[src/rtl/uart_rx_ext.sv]
// Parametrised UART receiver: configurable word/parity/stop format, 3-sample mid-bit
// majority vote, false-start rejection, error flags and a valid/ready output port.
module uart_rx_ext #(
    parameter int CLK_FREQ  = 50_000_000,
    parameter int BAUD      = 115200,
    parameter int DATA_BITS = 8,
    parameter int PARITY    = 0,
    parameter int STOP_BITS = 1
) (
    input  logic                 clk,
    input  logic                 rst_n,
    input  logic                 rx,
    output logic [DATA_BITS-1:0] data_out,
    output logic                 valid,
    input  logic                 ready,
    output logic                 parity_err,
    output logic                 frame_err,
    output logic                 overrun,
    output logic [2:0]           dbg_state_o
);

    localparam int BAUD_CNT = CLK_FREQ / BAUD;
    localparam int TW       = $clog2(BAUD_CNT);
    localparam int H        = BAUD_CNT / 2;

    localparam logic [TW-1:0] TICK_S0   = TW'(H - 1);
    localparam logic [TW-1:0] TICK_S1   = TW'(H);
    localparam logic [TW-1:0] TICK_DEC  = TW'(H + 1);
    localparam logic [TW-1:0] TICK_LAST = TW'(BAUD_CNT - 1);
    localparam logic [3:0]    DATA_LAST = 4'(DATA_BITS - 1);
    localparam logic [3:0]    STOP_LAST = 4'(STOP_BITS - 1);

    // Encoding is visible on dbg_state_o; IDLE is 0.
    typedef enum logic [2:0] {
        IDLE  = 3'd0,
        START = 3'd1,
        DATA  = 3'd2,
        PAR   = 3'd3,
        STOP  = 3'd4
    } state_t;

    state_t                 state_q, state_d;
    logic                   rx_meta_q, rx_s_q;
    logic [TW-1:0]          tick_q, tick_d;
    logic [3:0]             bit_cnt_q, bit_cnt_d;
    logic [1:0]             samp_q, samp_d;
    logic [DATA_BITS-1:0]   shift_q, shift_d;
    logic                   perr_q, perr_d;
    logic                   ferr_q, ferr_d;
    logic                   armed_q, armed_d;
    logic [DATA_BITS-1:0]   data_out_q, data_out_d;
    logic                   valid_q, valid_d;
    logic                   perr_out_q, perr_out_d;
    logic                   ferr_out_q, ferr_out_d;
    logic                   overrun_q, overrun_d;

    logic maj, at_dec, at_end, exp_par, final_ferr;

    always_ff @(posedge clk or negedge rst_n) begin
        if (!rst_n) begin
            rx_meta_q  <= 1'b1;
            rx_s_q     <= 1'b1;
            state_q    <= IDLE;
            tick_q     <= '0;
            bit_cnt_q  <= '0;
            samp_q     <= 2'b11;
            shift_q    <= '0;
            perr_q     <= 1'b0;
            ferr_q     <= 1'b0;
            armed_q    <= 1'b0;
            data_out_q <= '0;
            valid_q    <= 1'b0;
            perr_out_q <= 1'b0;
            ferr_out_q <= 1'b0;
            overrun_q  <= 1'b0;
        end else begin
            rx_meta_q  <= rx;
            rx_s_q     <= rx_meta_q;
            state_q    <= state_d;
            tick_q     <= tick_d;
            bit_cnt_q  <= bit_cnt_d;
            samp_q     <= samp_d;
            shift_q    <= shift_d;
            perr_q     <= perr_d;
            ferr_q     <= ferr_d;
            armed_q    <= armed_d;
            data_out_q <= data_out_d;
            valid_q    <= valid_d;
            perr_out_q <= perr_out_d;
            ferr_out_q <= ferr_out_d;
            overrun_q  <= overrun_d;
        end
    end

    always_comb begin
        maj        = (samp_q[0] & samp_q[1]) | (samp_q[0] & rx_s_q) | (samp_q[1] & rx_s_q);
        at_dec     = (tick_q == TICK_DEC);
        at_end     = (tick_q == TICK_LAST);
        exp_par    = (PARITY == 2) ? ~(^shift_q) : ^shift_q;
        final_ferr = ferr_q | ~maj;

        state_d    = state_q;
        tick_d     = at_end ? '0 : tick_q + TW'(1);
        bit_cnt_d  = bit_cnt_q;
        samp_d     = samp_q;
        shift_d    = shift_q;
        perr_d     = perr_q;
        ferr_d     = ferr_q;
        armed_d    = armed_q | rx_s_q;
        data_out_d = data_out_q;
        valid_d    = valid_q & ~ready;
        perr_out_d = perr_out_q;
        ferr_out_d = ferr_out_q;
        overrun_d  = 1'b0;

        if (tick_q == TICK_S0) samp_d[0] = rx_s_q;
        if (tick_q == TICK_S1) samp_d[1] = rx_s_q;

        case (state_q)
            IDLE: begin
                tick_d    = '0;
                bit_cnt_d = '0;
                // The detect cycle itself is tick 0 of the start bit.
                if (!rx_s_q && armed_q) begin
                    state_d = START;
                    tick_d  = TW'(1);
                    perr_d  = 1'b0;
                    ferr_d  = 1'b0;
                end
            end
            START: begin
                if (at_dec && maj) begin
                    state_d = IDLE;
                    tick_d  = '0;
                end else if (at_end) begin
                    state_d = DATA;
                end
            end
            DATA: begin
                if (at_dec) shift_d = {maj, shift_q[DATA_BITS-1:1]};
                if (at_end) begin
                    if (bit_cnt_q == DATA_LAST) begin
                        bit_cnt_d = '0;
                        state_d   = (PARITY != 0) ? PAR : STOP;
                    end else begin
                        bit_cnt_d = bit_cnt_q + 4'd1;
                    end
                end
            end
            PAR: begin
                if (at_dec) perr_d = maj ^ exp_par;
                if (at_end) state_d = STOP;
            end
            STOP: begin
                if (at_dec) begin
                    if (!maj) ferr_d = 1'b1;
                    // Final stop bit: finish at mid-bit to leave half a bit of resync margin.
                    if (bit_cnt_q == STOP_LAST) begin
                        state_d   = IDLE;
                        tick_d    = '0;
                        bit_cnt_d = '0;
                        if (final_ferr) armed_d = 1'b0;
                        if (!valid_q || ready) begin
                            data_out_d = shift_q;
                            perr_out_d = perr_q;
                            ferr_out_d = final_ferr;
                            valid_d    = 1'b1;
                        end else begin
                            overrun_d = 1'b1;
                        end
                    end
                end else if (at_end) begin
                    bit_cnt_d = bit_cnt_q + 4'd1;
                end
            end
            default: begin
                state_d = IDLE;
                tick_d  = '0;
            end
        endcase
    end

    assign data_out    = data_out_q;
    assign valid       = valid_q;
    assign parity_err  = perr_out_q;
    assign frame_err   = ferr_out_q;
    assign overrun     = overrun_q;
    assign dbg_state_o = state_q;

endmodule

[config.mk]
export PLATFORM = sky130hd
export DESIGN_NAME = uart_rx_ext
export DESIGN_NICKNAME = d
export VERILOG_FILES = /design/src/rtl/uart_rx_ext.sv
export SDC_FILE = /design/constraint.sdc
export NUM_CORES = 1
export LEC_CHECK = 0
export CAP_MARGIN = 30
export CORE_MARGIN = 10
export CORE_UTILIZATION = 40
export CTS_CLUSTER_DIAMETER = 150
export DETAILED_ROUTE_END_ITERATION = 8
export HOLD_SLACK_MARGIN = 0.1
export SYNTH_ARGS = -nofsm -noshare
export SYNTH_HDL_FRONTEND = slang
export SYNTH_SLANG_ARGS = --single-unit
[constraint.sdc]
create_clock -name clk -period 1.8 [get_ports clk]
set_clock_uncertainty 0.05 [all_clocks]
set_input_delay 0.18 -clock clk [delete_from_list [all_inputs] [get_ports clk]]
set_output_delay 0.18 -clock clk [all_outputs]
set_load 0.005 [all_outputs]
==> results.md <==
* Worst setup EP type: flop
* Synth Cell Area at 2150 um2
* R2R Path End: bit_cnt_q[3]$_DFFE_PN0P_
* Highest clock rate at 0.532 GHz
* CTS tree: yes
* Reg-to-reg startpoint: bit_cnt_q[0]$_DFFE_PN0P_
* Largest net degree at the start of global routing at 17
* VDD IR-drop max at 0.420 mV
* Worst Max-Slew Pin Slew at 0.378 ns
* Max-cap viol count at 0
* PD cells at 1040 nW/um2
* Final Util at 56.1%
* Dpl hpwl at 3.43 mm
* Commonest non-fill, non-tap cell in the layout: dfrtp_1
* Critical Path End: bit_cnt_q[3]$_DFFE_PN0P_
* Bufs on Longest Clock Path at 2
* Critical path required time at 1.94 ns
* Worst setup margin at -0.0786 ns
* Pleak at 1.30 nW
* Period utilization at 104%
* Dpl ws at -0.0661 ns
* Arrival @ worst endpoint at 2.02 ns
* Synth warnings at 0
* Routed length per instance at 13.8 um
* Syn_nets at 208
* Setup CP Type: flop to flop
* Slack of the worst reg-to-reg path at -0.08 ns
* # setup viols final at 19
* Final Hold Vio Count at 0
* Failing checks: setup timing
* Most frequent cells in the layout: dfrtp_1, buf_4, nor2_1, mux2_2, clkdlybuf4s50_1
* Crit-path max FO at 6
* Nets at 268
* Tot Pwr at 3.02 mW
* ANT nets after route at 0
* Vias per inst at 5.01
* Slew headroom at 74.6%
* Initial DRC Count at 79
* Hold_ws at 0.234 ns
* Slew Viols, Final at 0
* Fill cells at 454
* Vias in the first global route at 1665
* Initial antenna violation count at 0
* DIE AREA at 8710 um2
* Die width at 93.3 um
* CTS H-Tree Depth at 2
* Root buf cell: clkbuf_8
* Die Ht at 93.3 um
* RD Place Congestion at 0.870
* Sequential area share after synthesis at 50.3%
* DRC viols at 0
* Post-synth ARST share at 100%
* RSZ-0062 raised after global routing: true
* Initial Utilization at 41.6%
* First-pass GRT wire length at 7.87 mm
* Distinct cells, synth at 46
* Share of layout cells above drive strength 1 at 35.9%
* GR Overflow Total at 0
* Hold Crit Class: input pin to flop
* Global-route usage over all layers at 11.1%
* Area Growth Syn to Fin at 35.0%
* #FFs+latches synth at 43
* Initial DRT Pass Iterations at 4
* Post-layout min period at 1.88 ns
* Vias at 1648
* Core ar. at 5170 um2
* Status: complete, but fails checks
* PortBufs at 18
* Setup crit start: bit_cnt_q[0]$_DFFE_PN0P_
* Routed WL at 4.53 mm
* Synth Flop Type: dfrtp_1
* Sink Count at 43
* Reg clk slew, reported paths at 0.09 ns
* Rows at 26
* I/O pin count at 19
* Clock latency on the worst-skew pair at 0.30 ns
* Setup crit start kind: flop
* R2R depth at 6
* Number of flops mapped to enable cells by yosys at 0
* Syn Area/Cell at 10.9 um2
* Diode count at 0
* CTS buffer count at 5
* Synth Instances at 198
what timing repair did:
item                       in CTS  in global routing
buffers inserted                1                  5
hold buffers                    1                  0
resized for setup               0                 23
hold endpoints to repair       39                  0
setup endpoints to repair       2                 32
pin swaps                       1                  7
worst min path at each step:
stage	endpoint	cells after the start	start	slack, ns
after floorplan	armed_q$_DFF_PN0_	0	rst_n	-0.17
after global placement	tick_q[5]$_DFF_PN0_	1	rst_n	0.03
after detailed placement	tick_q[5]$_DFF_PN0_	1	rst_n	0.03
after CTS	rx_meta_q$_DFF_PN1_	1	rx	0.22
after global routing	rx_meta_q$_DFF_PN1_	1	rx	0.22
final	rx_meta_q$_DFF_PN1_	1	rx	0.23
cells by family after synthesis:
kind of cell,synth area share [%]
AOI/OAI and AO/OA,9.55
xor gates and xnor gates,6.11
adders and majority gates,3.96
buffers and inverters,2.39
DFF,50.3
muxes,10.8
and+or+nand+nor,16.9
flip-flops by register name, indices dropped and copies added (netlist names):
signal / count
tick_q: 9
data_out: 8
shift_q: 8
bit_cnt_q: 4
dbg_state_o: 3
samp_q: 2
armed_q: 1
ferr_q: 1
frame_err: 1
overrun: 1
parity_err: 1
perr_q: 1
rx_meta_q: 1
rx_s_q: 1
valid: 1
power by group:
group / switching, mW / internal [mW] / leakage, nW
Sequential: 0.0714 / 1.05 / 0.573
Combinational: 0.650 / 0.600 / 0.678
Clock: 0.357 / 0.285 / 0.0491
metal layers:
layer	track usage, %	wire, um	up-vias
li1	-	-	824
met1	13.6	2120	794
met2	17.5	2100	23
met3	3.60	232	7
met4	4.37	65	0
met5	0	0	-
worst max-delay path, stage by stage (launching register included):
cell	delay [ns]
dfrtp_1	0.38
inv_1	0.06
ha_1	0.13
nor3b_4	0.25
a41oi_2	0.14
a221o_2	0.48
a211o_1	0.28
per-stage QoR:
| step | area [um2] | std cells | TNS, ns |
|---|---|---|---|
| floorplan | 2160 | 198 | -0.0154 |
| global placement | 2660 | 314 | 0 |
| detailed placement | 2660 | 314 | -0.0756 |
| CTS | 2770 | 324 | -0.105 |
| global route | 2900 | 329 | -3.10 |
| finish | 2900 | 329 | -0.591 |
synthesized netlist by cell type (2+ instances only):
cell type  number  share of area [%]
a21oi_1         5                1.2
a31oi_1         2               0.58
and2_1          2               0.58
and4bb_2        2                1.2
clkbuf_1        2               0.35
dfrtp_1        39                 45
dfstp_2         4                4.9
ha_1            6                3.5
inv_1           9                1.6
mux2_2         18                9.4
mux2i_1         3                1.4
nand2_1        17                3.0
nand2b_1        4                1.2
nand3_1         8                1.9
nand4_1         2               0.58
nor2_1         18                3.1
nor3_1          4               0.93
nor3b_1         2               0.70
nor4_1          2               0.58
o21ai_0         9                2.1
o221ai_1        2               0.82
xnor2_1        13                5.3
xor2_1          2               0.82
area by class of cell:
class	count	area (um2)	area share (%)
Timing Repair Buffer	57	487	16.8
Inverter	9	33.8	1.16
Tap cell	70	87.6	3.02
Clock inverter	3	26.3	0.905
Clock buffer	5	68.8	2.37
Multi-Input combinational cell	142	1120	38.5
Sequential cell	43	1080	37.2
(Power assumes the default switching activity.)
